--- config.mk ---
export PLATFORM = sky130hd
export DESIGN_NAME = eeg_epoch_frontend_flat
export DESIGN_NICKNAME = d
export VERILOG_FILES = /design/src/rtl/eeg_epoch_frontend_pkg.sv /design/src/rtl/eeg_epoch_frontend_if.sv /design/src/rtl/eeg_epoch_frontend_sample_fifo.sv /design/src/rtl/eeg_epoch_frontend.sv /design/src/flat_wrapper.sv
export SDC_FILE = /design/constraint.sdc
export NUM_CORES = 1
export LEC_CHECK = 0
export ABC_AREA = 1
export BUFFER_PORTS_ARGS = -buffer_cell sky130_fd_sc_hd__buf_2
export CAP_MARGIN = 0
export CORE_UTILIZATION = 55
export DETAILED_ROUTE_END_ITERATION = 10
export PLACE_DENSITY = 0.73
export SYNTH_ARGS = -nofsm -noshare
export SYNTH_HDL_FRONTEND = slang
export SYNTH_HIERARCHICAL = 1
export SYNTH_SLANG_ARGS = --single-unit
export TNS_END_PERCENT = 20
--- constraint.sdc ---
create_clock -name clk -period 3.5 [get_ports clk]
set_clock_uncertainty 0.05 [all_clocks]
set_input_delay 1.05 -clock clk [delete_from_list [all_inputs] [get_ports clk]]
set_output_delay 1.05 -clock clk [all_outputs]
set_load 0.05 [all_outputs]
--- src/rtl/eeg_epoch_frontend_pkg.sv ---
// Shared types and defaults for the EEG epoch front end; EEG_SAMPLE_DEPTH is also used by the master.
package eeg_epoch_frontend_pkg;

    localparam int EEG_SAMPLE_DEPTH  = 16;
    localparam int SAMPLES_PER_EPOCH = 3840;
    localparam int FIFO_DEPTH        = 8;
    localparam int SAMPLE_GAP        = 2;

    typedef enum logic {
        FE_IDLE,
        FE_STREAM
    } FRONTEND_STATE_T;

endpackage

--- src/rtl/eeg_epoch_frontend_if.sv ---
// ADC-in / master-out sample bus of the epoch front end; slave is the front end's view.
interface eeg_epoch_frontend_if #(
    parameter int W = eeg_epoch_frontend_pkg::EEG_SAMPLE_DEPTH
) ();
    logic         adc_valid;
    logic [W-1:0] adc_data;
    logic         adc_ready;
    logic         new_sleep_epoch;
    logic         new_eeg_sample;
    logic [W-1:0] eeg_sample;

    modport slave (
        input  adc_valid, adc_data,
        output adc_ready, new_sleep_epoch, new_eeg_sample, eeg_sample
    );

    modport master (
        output adc_valid, adc_data,
        input  adc_ready, new_sleep_epoch, new_eeg_sample, eeg_sample
    );
endinterface

--- src/rtl/eeg_epoch_frontend_sample_fifo.sv ---
// Synchronous sample FIFO with registered dout (valid the cycle after pop); push on full is
// accepted only alongside a pop, otherwise ignored; pop on empty is ignored.
module sample_fifo #(
    parameter int WIDTH = 16,
    parameter int DEPTH = 8
) (
    input  logic             clk,
    input  logic             rst_n,
    input  logic             flush,
    input  logic             push,
    input  logic [WIDTH-1:0] din,
    input  logic             pop,
    output logic [WIDTH-1:0] dout,
    output logic             full,
    output logic             empty
);
    localparam int AW = $clog2(DEPTH);
    localparam logic [AW:0] CNT_FULL = (AW+1)'(DEPTH);

    logic [WIDTH-1:0] mem [DEPTH];
    logic [AW-1:0]    wr_ptr, rd_ptr;
    logic [AW:0]      count;
    logic             do_push, do_pop;

    assign empty   = (count == '0);
    assign full    = (count == CNT_FULL);
    assign do_pop  = pop && !empty && !flush;
    assign do_push = push && (!full || do_pop) && !flush;

    always_ff @(posedge clk) begin
        if (do_push) mem[wr_ptr] <= din;
    end

    always_ff @(posedge clk) begin
        if (!rst_n || flush) begin
            wr_ptr <= '0;
            rd_ptr <= '0;
            count  <= '0;
            dout   <= '0;
        end else begin
            if (do_push) wr_ptr <= wr_ptr + AW'(1);
            if (do_pop) begin
                dout   <= mem[rd_ptr];
                rd_ptr <= rd_ptr + AW'(1);
            end
            case ({do_push, do_pop})
                2'b10:   count <= count + (AW+1)'(1);
                2'b01:   count <= count - (AW+1)'(1);
                default: count <= count;
            endcase
        end
    end
endmodule

--- src/rtl/eeg_epoch_frontend.sv ---
// Frames ADC samples into epochs of paced new_eeg_sample strobes; push-to-strobe >= 2 cycles, adc_ready = !full
// while streaming (overrun flagged on drop). Build option EEG_DECIMATE_EN averages sample pairs before the FIFO.
module eeg_epoch_frontend #(
    parameter int EEG_SAMPLE_DEPTH  = eeg_epoch_frontend_pkg::EEG_SAMPLE_DEPTH,
    parameter int SAMPLES_PER_EPOCH = eeg_epoch_frontend_pkg::SAMPLES_PER_EPOCH,
    parameter int FIFO_DEPTH        = eeg_epoch_frontend_pkg::FIFO_DEPTH,
    parameter int SAMPLE_GAP        = eeg_epoch_frontend_pkg::SAMPLE_GAP
) (
    input  logic                 clk,
    input  logic                 rst_n,
    eeg_epoch_frontend_if.slave  bus,
    input  logic                 start_epoch,
    input  logic                 inference_busy,
    input  logic                 err_clear,
    output logic                 overrun,
    output logic                 epoch_skipped
);
    import eeg_epoch_frontend_pkg::*;

    localparam int W  = EEG_SAMPLE_DEPTH;
    localparam int CW = $clog2(SAMPLES_PER_EPOCH + 1);
    localparam int GW = $clog2(SAMPLE_GAP + 1);
    localparam logic [CW-1:0] EPOCH_LEN  = CW'(SAMPLES_PER_EPOCH);
    localparam logic [CW-1:0] LAST_POP   = CW'(SAMPLES_PER_EPOCH - 1);
    localparam logic [GW-1:0] GAP_LOAD   = GW'(SAMPLE_GAP);
    localparam logic [GW-1:0] GAP_RELOAD = GW'(SAMPLE_GAP - 1);

    FRONTEND_STATE_T state, state_nxt;
    logic [CW-1:0]   pushed_cnt, popped_cnt;
    logic [GW-1:0]   gap_cnt;
    logic            in_stream, start_ok, take, push, pop, full, empty;
    logic            overrun_set, skip_set, nse_q, strobe_q;
    logic [W-1:0]    push_dat;

    assign in_stream = (state == FE_STREAM);
    assign start_ok  = (state == FE_IDLE) && start_epoch && !inference_busy;
    assign skip_set  = start_epoch && (in_stream || inference_busy);
    assign pop       = in_stream && !empty && (gap_cnt == '0);
    // Samples beyond the epoch length never reach the FIFO and never raise overrun.
    assign take      = in_stream && bus.adc_valid && (pushed_cnt < EPOCH_LEN);

`ifdef EEG_DECIMATE_EN
    logic         phase;
    logic [W-1:0] hold;
    logic [W:0]   pair_sum;

    assign pair_sum    = {1'b0, hold} + {1'b0, bus.adc_data};
    assign push_dat    = pair_sum[W:1];
    assign push        = take && phase && (!full || pop);
    assign overrun_set = take && phase && full && !pop;

    // A pair whose second half is dropped is lost entirely; pairing restarts on the next sample.
    always_ff @(posedge clk) begin
        if (!rst_n || start_ok) begin
            phase <= 1'b0;
            hold  <= '0;
        end else if (take) begin
            phase <= !phase;
            if (!phase) hold <= bus.adc_data;
        end
    end
`else
    assign push_dat    = bus.adc_data;
    assign push        = take && (!full || pop);
    assign overrun_set = take && full && !pop;
`endif

    sample_fifo #(.WIDTH(W), .DEPTH(FIFO_DEPTH)) u_fifo (
        .clk   (clk),
        .rst_n (rst_n),
        .flush (start_ok),
        .push  (push),
        .din   (push_dat),
        .pop   (pop),
        .dout  (bus.eeg_sample),
        .full  (full),
        .empty (empty)
    );

    always_comb begin
        state_nxt = state;
        case (state)
            FE_IDLE:   if (start_ok) state_nxt = FE_STREAM;
            FE_STREAM: if (pop && (popped_cnt == LAST_POP)) state_nxt = FE_IDLE;
            default:   state_nxt = FE_IDLE;
        endcase
    end

    always_ff @(posedge clk) begin
        if (!rst_n) begin
            state         <= FE_IDLE;
            pushed_cnt    <= '0;
            popped_cnt    <= '0;
            gap_cnt       <= '0;
            nse_q         <= 1'b0;
            strobe_q      <= 1'b0;
            overrun       <= 1'b0;
            epoch_skipped <= 1'b0;
        end else begin
            state    <= state_nxt;
            nse_q    <= in_stream;
            strobe_q <= pop;
            if (start_ok) begin
                pushed_cnt <= '0;
                popped_cnt <= '0;
                gap_cnt    <= GAP_LOAD;
            end else begin
                if (push) pushed_cnt <= pushed_cnt + CW'(1);
                if (pop) begin
                    popped_cnt <= popped_cnt + CW'(1);
                    gap_cnt    <= GAP_RELOAD;
                end else if (in_stream && (gap_cnt != '0)) begin
                    gap_cnt <= gap_cnt - GW'(1);
                end
            end
            overrun       <= overrun_set || (overrun && !err_clear);
            epoch_skipped <= skip_set || (epoch_skipped && !err_clear);
        end
    end

    assign bus.new_sleep_epoch = nse_q;
    assign bus.new_eeg_sample  = strobe_q;
    assign bus.adc_ready       = in_stream ? !full : 1'b1;
endmodule

--- src/flat_wrapper.sv ---
// flat-port wrapper written by rule: the top's interface ports become plain ports
module eeg_epoch_frontend_flat import eeg_epoch_frontend_pkg::*;
#(
    parameter int EEG_SAMPLE_DEPTH  = eeg_epoch_frontend_pkg::EEG_SAMPLE_DEPTH,
    parameter int SAMPLES_PER_EPOCH = eeg_epoch_frontend_pkg::SAMPLES_PER_EPOCH,
    parameter int FIFO_DEPTH        = eeg_epoch_frontend_pkg::FIFO_DEPTH,
    parameter int SAMPLE_GAP        = eeg_epoch_frontend_pkg::SAMPLE_GAP
)
  (clk, rst_n, start_epoch, inference_busy, err_clear, overrun, epoch_skipped, bus_adc_valid, bus_adc_data, bus_adc_ready, bus_new_sleep_epoch, bus_new_eeg_sample, bus_eeg_sample);
  eeg_epoch_frontend_if #(.W((16))) bus_i ();
  input  logic clk;
  input  logic rst_n;
  input  logic start_epoch;
  input  logic inference_busy;
  input  logic err_clear;
  output logic overrun;
  output logic epoch_skipped;
  input wire logic [$bits(bus_i.adc_valid)-1:0] bus_adc_valid;
  input wire logic [$bits(bus_i.adc_data)-1:0] bus_adc_data;
  output wire logic [$bits(bus_i.adc_ready)-1:0] bus_adc_ready;
  output wire logic [$bits(bus_i.new_sleep_epoch)-1:0] bus_new_sleep_epoch;
  output wire logic [$bits(bus_i.new_eeg_sample)-1:0] bus_new_eeg_sample;
  output wire logic [$bits(bus_i.eeg_sample)-1:0] bus_eeg_sample;
  assign bus_i.adc_valid = bus_adc_valid;
  assign bus_i.adc_data = bus_adc_data;
  assign bus_adc_ready = bus_i.adc_ready;
  assign bus_new_sleep_epoch = bus_i.new_sleep_epoch;
  assign bus_new_eeg_sample = bus_i.new_eeg_sample;
  assign bus_eeg_sample = bus_i.eeg_sample;
  eeg_epoch_frontend #(.EEG_SAMPLE_DEPTH(EEG_SAMPLE_DEPTH), .SAMPLES_PER_EPOCH(SAMPLES_PER_EPOCH), .FIFO_DEPTH(FIFO_DEPTH), .SAMPLE_GAP(SAMPLE_GAP)) u_core (.clk(clk), .rst_n(rst_n), .bus(bus_i), .start_epoch(start_epoch), .inference_busy(inference_busy), .err_clear(err_clear), .overrun(overrun), .epoch_skipped(epoch_skipped));
endmodule
==> results of run 1 <==
[cells in the mapped netlist, types with 2 or more instances]
master    instances
a21oi_1          38
a21oi_2           3
buf_2            19
buf_4             5
buf_6             5
clkbuf_1          2
dfxtp_1          57
edfxtp_1        128
ha_1              8
inv_1           143
inv_2             3
nand2_1         253
nand2_2           3
nand2_4           2
nand3_1         107
nand3_2           3
nand4_1           5
nor2_1           42
nor2_2            3
nor2_4            4
nor2_8            2
nor3_1            3
o21ai_0          15
o21ai_1           2
xnor2_1           3
xor2_1            6
[metal layers]
| layer | track usage | part of all wire |
|---|---|---|
| met5 | 0 | 0 |
| met4 | 0.0952 | 0.021 |
| met3 | 0.0398 | 0.040 |
| met2 | 0.376 | 0.50 |
| met1 | 0.288 | 0.44 |
[kinds of logic (layout without fill, tap and decap cells)]
| logic type | Yosys count | count (layout) |
|---|---|---|
| AO/OA/AOI/OAI | 61 | 61 |
| AND/OR/NAND/NOR | 432 | 432 |
| flip-flops | 185 | 185 |
| buffers and inverters | 179 | 237 |
| XOR/XNOR | 9 | 9 |
| adder cells (fa/ha/maj) | 9 | 9 |
[how the worst min path moves through the flow]
| stage | startpoint | to |
|---|---|---|
| finish | u_core/u_fifo/dout[10] | u_core/u_fifo/dout[10] |
| global route | u_core/u_fifo/dout[15] | u_core/u_fifo/dout[15] |
| CTS | u_core/u_fifo/dout[10] | u_core/u_fifo/dout[10] |
| detailed placement | u_core/u_fifo/dout[10] | u_core/u_fifo/dout[10] |
| global placement | u_core/pushed_cnt[11] | u_core/pushed_cnt[11] |
| floorplan | u_core/pushed_cnt[11] | u_core/pushed_cnt[11] |
[final cells by class]
type,instances,area [µm²],share of cell area
clock buffer,23,488,0.0533
clock inverter,9,111,0.0122
inverter,148,558,0.0609
multi-input combinational,511,2460,0.269
sequential,185,4990,0.544
tap,184,230,0.0251
timing repair buffer,57,323,0.0352
[layout by cell type (no fill, tap or decap), types with 2 or more instances in the layout]
cell type	Yosys	final
nand2_1	253	253
inv_1	143	143
edfxtp_1	128	128
nand3_1	107	107
dfxtp_1	57	56
buf_2	19	42
a21oi_1	38	38
nor2_1	42	34
clkbuf_16	0	17
o21ai_0	15	15
buf_4	5	15
nor2_2	3	11
ha_1	8	8
xor2_1	6	6
nand4_1	5	5
clkbuf_8	0	4
nor2_4	4	4
nand2_2	3	3
nor3_1	3	3
inv_2	3	3
xnor2_1	3	3
nand3_2	3	3
a21oi_2	3	3
clkinv_2	0	2
clkbuf_1	2	2
clkinvlp_4	0	2
inv_6	0	2
bufinv_16	0	2
nor2_8	2	2
o21ai_1	2	2
nand2_4	2	2
[state kept, by name (all words and copies together), names as in the netlist]
register and flops:
u_core/gap_cnt 2, u_core/epoch_skipped 1, u_core/u_fifo/dout 16, u_core/in_stream 1, u_core/u_fifo/mem 128, u_core/bus.new_eeg_sample 1
u_core/popped_cnt 12, u_core/bus.new_sleep_epoch 1, u_core/u_fifo/rd_ptr 3, u_core/u_fifo/count 4, u_core/overrun 1, u_core/u_fifo/wr_ptr 3
u_core/pushed_cnt 12
[where the power goes]
part | internal, mW | switching (mW) | leakage (nW)
Sequential | 2.35 | 0.00833 | 1.61
Combinational | 0.0394 | 0.104 | 1.99
Clock | 1.13 | 0.776 | 0.290
Total | 3.52 | 0.888 | 3.89
[per-stage QoR]
stage	instance area (µm²)	total power, mW	utilization
CTS	9160	4.45	0.630
global placement	8560	2.55	0.589
floorplan	8180	2.49	-
finish	9160	4.41	0.630
detailed placement	8560	2.55	0.589
global route	9160	4.55	0.630
[tightest hold or removal path, delay by kind of cell (launching register included)]
family	cells	cell delay, ns
DFF	1	0.31
and+or+nand+nor	1	0.06
AOI/OAI and AO/OA	1	0.05
==> out/results.tsv, run 1 <==
metric	value	unit
status	finished clean	
Synth Warn #	6	
clock transition at the registers of the reported paths	0.06	ns
CTS Buf Count	17	
Max Cap Violations	0	
final hold slack	0.411	ns
RSZ-0062 raised after global routing	no	
Post-Route WL	16000	µm
core area	14500	µm²
Inserted Diodes	0	
xor-xnor portion of the synthesized cell area	0.00963	
R2R cell count	11	
Crit Path Category	reg -> reg	
post_cts resized	0	
most frequent cell on the critical path	inv_1	
Worst Hold Class	reg -> reg	
filler instances	1216	
initial antenna violation count	0	
H-tree depth	4	
Unique masters post-synth	37	
flop-to-flop setup slack	0.87	ns
vias in the first global route	5243	
vias per cell	5.11	
CP max-delay cell	dfxtp_1	
Fmax	380	MHz
Critical path buffers and inverters	4	
postcts setup bufs	0	
Rows	44	
die area	15400	µm²
CP Capture Point	u_core/u_fifo/mem[0][10]	
setup TNS	0	ns
Yosys reg bits	185	
Global Route Usage Sum	0.225	
Die Y	124	µm
Slew Limit Fails	0	
Mapped Nets	906	
Synth-to-Final Area Change	11.9	%
Nets	951	
hold_buf cts	0	
I/O Pins	43	
pin slew with the least headroom to its limit	1.17	ns
cell taking the most area after synthesis	edfxtp_1	
share of cells above drive strength 1	0.133	
Via Count	5707	
FF-to-FF End	u_core/u_fifo/mem[0][10]	
clk_lat worst skew	0.42	ns
IO Port Bufs	42	
detailed placer's ending HPWL	10400	µm
Remaining Overflow, GRT	0	
min cycle time layout	2.63	ns
synthesized cell area	8180	µm²
setup ws final	0.868	ns
Crit path depth	11	
post-synthesis simple-gate area fraction	0.233	
Lkg Pwr	3.89	nW
WP data required	3.58	ns
Crit Reg-Reg Startpoint	u_core/u_fifo/count[3]	
Non-Filler Instances	1117	
global-route wire length before repair	25500	µm
Placement Setup Slack	0.513	ns
pwr dens	481	nW/µm²
Async SR Flop Fraction	0	
Pre-antenna DRT Iters	5	
Synth Instances	875	
CP Cell Sequence	nor2_2 > nand2_2 > inv_1 > nor2_8 > inv_1 > nand4_1 > nand3_1 > inv_1 > nand2_1 > nor2_2 > buf_4	
Main synth FF type	edfxtp_1	
Wirelength per Cell	14.3	µm
DIE WIDTH	124	µm
Antenna Violating Nets Remaining	0	
CTS Root Cell	clkbuf_16	
crit path launch	u_core/u_fifo/count[3]	
mux cell area share after synthesis	0	
Post-synth EDFFs	128	
Synth Area in Compound Gates	0.0410	
# DRC	0	
Starting Density	0.563	
largest net degree at the start of global routing	67	
crit-path max FO	10	
TritonCTS clock tree	built	
Final Wtd Congestion	0.837	
Sink Count	185	
Final Cycle Share	0.752	
clk buf depth	2	
Hold Fails Final Rpt	0	
Rel. slew slack	0.222	
# setup viols final	0	
worst hold stages	2	
register area share after synthesis	0.609	
Adder-Cell Fraction of Synth Area	0.0147	
CP Capture Type	flip-flop	
top post-synthesis cells by area	edfxtp_1 (47%), dfxtp_1 (14%), nand2_1 (12%)	
Placed Instances	1085	
largest family of logic cells by synthesized area	simple AND/OR/NAND/NOR gates	
post-synth top area share	0.470	
peak supply drop	0.336	mV
Initial DRC Count	356	
crit start category	flip-flop	
WP data arrival	2.71	ns
crit-path max cell delay	0.42	ns
Worst path top cell family by delay	simple AND/OR/NAND/NOR gates	
Mapped Avg Cell Area	9.35	µm²
Power figures use the tool's default switching activity.
==> run 2, diff against run 1 <==
--- a/config.mk
+++ b/config.mk
@@ -5,12 +5,12 @@
 export SDC_FILE = /design/constraint.sdc
 export NUM_CORES = 1
 export LEC_CHECK = 0
-export ABC_AREA = 1
+export ABC_AREA = 0
 export BUFFER_PORTS_ARGS = -buffer_cell sky130_fd_sc_hd__buf_2
 export CAP_MARGIN = 0
-export CORE_UTILIZATION = 55
+export CORE_UTILIZATION = 54
 export DETAILED_ROUTE_END_ITERATION = 10
-export PLACE_DENSITY = 0.73
+export PLACE_DENSITY = 0.75
 export SYNTH_ARGS = -nofsm -noshare
 export SYNTH_HDL_FRONTEND = slang
 export SYNTH_HIERARCHICAL = 1
==> constraint.sdc (replaced) <==
create_clock -name clk -period 2.2 [get_ports clk]
set_clock_uncertainty 0.05 [all_clocks]
set_input_delay 0.66 -clock clk [delete_from_list [all_inputs] [get_ports clk]]
set_output_delay 0.66 -clock clk [all_outputs]
set_load 0.05 [all_outputs]
==> run 2 against run 1 <==
Die area decreased by 8.3%; largest cell class unchanged; sequential power up 58%; critical path depth grew 1; non-clock buffer count up 46; utilization rose by 5.2 points; register-to-register slack got worse by 1.2 ns; wire length is 3.6% lower; largest power group unchanged; clock-buffer cell count decreased by 6; highest routed layer unchanged; global-route usage rose by 0.20 points; via count fell by 22%; the flow now finishes with violations (setup timing); sequential share of layout area grew 0.83 points.
==> out/results.tsv, run 2 <==
metric	value	unit
post-synth top area share	0.522	
CP max-delay cell	or4b_4	
Nets	613	
Fmax	388	MHz
pin slew with the least headroom to its limit	0.501	ns
crit start category	flip-flop	
Final Cycle Share	1.17	
Placed Instances	734	
Rows	42	
Slew Limit Fails	0	
crit path launch	u_core/u_fifo/count[1]	
hold_buf cts	0	
Main synth FF type	edfxtp_1	
Post-synth EDFFs	128	
detailed placer's ending HPWL	9540	µm
top flop regs	u_core/u_fifo/mem x128, u_core/u_fifo/dout x16	
H-tree depth	4	
Synth-to-Final Area Change	22.7	%
Crit Reg-Reg Startpoint	u_core/u_fifo/count[1]	
synthesized cell area	7360	µm²
clk buf depth	2	
CTS Buf Count	17	
Synth Warn #	6	
Yosys reg bits	185	
RSZ-0062 raised after global routing	yes	
failing checks	setup timing	
Synth Instances	482	
Final Wtd Congestion	0.721	
flop-to-flop setup slack	-0.38	ns
Wirelength per Cell	20.0	µm
Lkg Pwr	3.13	nW
TritonCTS clock tree	built	
die area	14100	µm²
clk_lat worst skew	0.44	ns
# setup viols final	52	
register area share after synthesis	0.677	
crit-path max cell delay	0.57	ns
Overall Power	7.05	mW
vias in the first global route	4530	
M3 GR Usage	0.0550	
status	finished with violations	
Pre-antenna DRT Iters	4	
Placed Area	8270	µm²
max FFs per register	128	
# DRC	0	
Hold Fails Final Rpt	0	
I/O Pins	43	
setup ws final	-0.375	ns
commonest non-fill, non-tap cell in the layout	edfxtp_1	
CP Capture Type	flip-flop	
Antenna Violating Nets Remaining	0	
Mapped Avg Cell Area	15.3	µm²
M1 GR Usage	0.292	
Global Route Usage Sum	0.227	
DIE WIDTH	119	µm
Worst Hold Class	reg -> reg	
Inserted Diodes	0	
Post-Route WL	15400	µm
worst hold endpoint	u_core/epoch_skipped	
Via Count	4448	
commonest cells after routing, fill and taps aside	edfxtp_1 (128), dfxtp_1 (53), buf_4 (50), nor2_1 (47), buf_2 (41)	
count leader, synth	edfxtp_1	
initial antenna violation count	0	
Async SR Flop Fraction	0	
grt peak-use layer	met2	
clock transition at the registers of the reported paths	0.07	ns
Unique masters post-synth	58	
IO Port Bufs	42	
Mapped Nets	513	
global-route wire length before repair	23700	µm
Crit Path Category	reg -> reg	
Max Cap Violations	0	
R2R cell count	12	
worst hold stages	2	
WP data required	2.48	ns
Remaining Overflow, GRT	0	
Die Y	119	µm
pwr dens	781	nW/µm²
CP Cell Sequence	or4b_4 > inv_4 > inv_2 > o211a_4 > o21ai_4 > nand2b_4 > ha_4 > inv_2 > fa_2 > nor2_1 > a21oi_1 > nor2_1	
min cycle time layout	2.58	ns
FF-to-FF End	u_core/u_fifo/count[1]	
Hold Startpoint	u_core/epoch_skipped	
core area	13200	µm²
largest net degree at the start of global routing	29	
Non-Filler Instances	771	
Rel. slew slack	0.662	
Initial DRC Count	396	
share of cells above drive strength 1	0.355	
crit-path max FO	5	
Starting Density	0.556	
GRT met2 Usage	0.378	
cell taking the most area after synthesis	edfxtp_1	
top post-synthesis cells by area	edfxtp_1 (52%), dfxtp_1 (16%), mux4_2 (9.8%)	
final instance area	9030	µm²
peak supply drop	0.695	mV
Biggest register	u_core/u_fifo/mem	
WP data arrival	2.85	ns
Synth top cells by count	edfxtp_1 (128), dfxtp_1 (57), nor2_1 (49), mux4_2 (32), o21ai_0 (22)	
vias per cell	5.77	
CTS Root Cell	clkbuf_16	
Sink Count	185	
Placement Setup Slack	-0.366	ns
run 2: cell types whose count changed after synthesis, moves of 6 or more:
cell,change
o22ai_1,+16
a21oi_1,-23
buf_2,-12
o21ai_0,+7
inv_1,-130
nor2_1,+7
mux4_2,+32
xnor2_1,+9
clkbuf_1,+6
nand2_1,-242
nand3_1,-98
run 2: critical path, delay by kind of cell (launching register included):
family | cells | cell delay [ns]
AOI/OAI and AO/OA | 3 | 0.40
adders and majority gates | 2 | 0.69
buffers and inverters | 3 | 0.16
DFF | 1 | 0.36
and+or+nand+nor | 4 | 0.82
run 2: kinds of logic (layout without fill, tap and decap cells):
group / after synthesis / count (layout) / share of synthesized area
XOR/XNOR: 20 / 20 / 0.0238
AND/OR/NAND/NOR: 123 / 123 / 0.0904
buffers and inverters: 37 / 150 / 0.0246
adder cells (fa/ha/maj): 9 / 9 / 0.0163
multiplexers: 34 / 34 / 0.101
flip-flops: 185 / 185 / 0.677
AO/OA/AOI/OAI: 74 / 74 / 0.0670
run 2: layout make-up:
type,instances,area (µm²)
timing repair buffer,103,813
clock inverter,15,184
inverter,15,58.8
multi-input combinational,260,2340
clock buffer,17,425
sequential,185,4990
fill,895,4210
tap,176,220
run 2: how the worst max path moves through the flow:
stage / to / slack, ns / cells past startpoint
2_1_floorplan: u_core/u_fifo/count[1] / -0.54 / 13
3_3_place_gp: u_core/u_fifo/count[3] / -0.30 / 11
3_5_place_dp: u_core/u_fifo/count[3] / -0.37 / 11
4_1_cts: u_core/u_fifo/count[1] / -0.34 / 13
5_1_grt: u_core/u_fifo/count[3] / -0.45 / 12
6_report: u_core/u_fifo/count[1] / -0.38 / 12
run 2: stage by stage:
| step | setup TNS [ns] | utilization | hold slack (ns) |
|---|---|---|---|
| floorplan | -44.23 | - | 0.402 |
| global placement | -7.01 | 0.625 | 0.404 |
| detailed placement | -7.67 | 0.625 | 0.428 |
| CTS | -5.47 | 0.672 | 0.423 |
| finish | -5.79 | 0.682 | 0.431 |
| global route | -10.51 | 0.682 | 0.434 |
run 2: what timing repair did:
action | 4_1_cts | 5_1_grt
resized for setup | 4 | 15
setup buffers | 0 | 3
pin swaps | 2 | 5
gates cloned | 0 | 2
endpoints found under the setup margin | 68 | 82
run 2: metal layers:
metal | vias to the layer above | wire length, µm
li1 | 2063 | -
met1 | 2218 | 6360
met2 | 139 | 7840
met3 | 28 | 954
met4 | 0 | 274
met5 | - | 0
run 2: report_power, final:
group          leakage [nW]  total (mW)  internal [mW]  switching, mW
clock                 0.289        3.11           1.72           1.39
sequential             1.61        3.74           3.73         0.0107
combinational          1.23       0.205         0.0849          0.120
total                  3.13        7.05           5.53           1.52
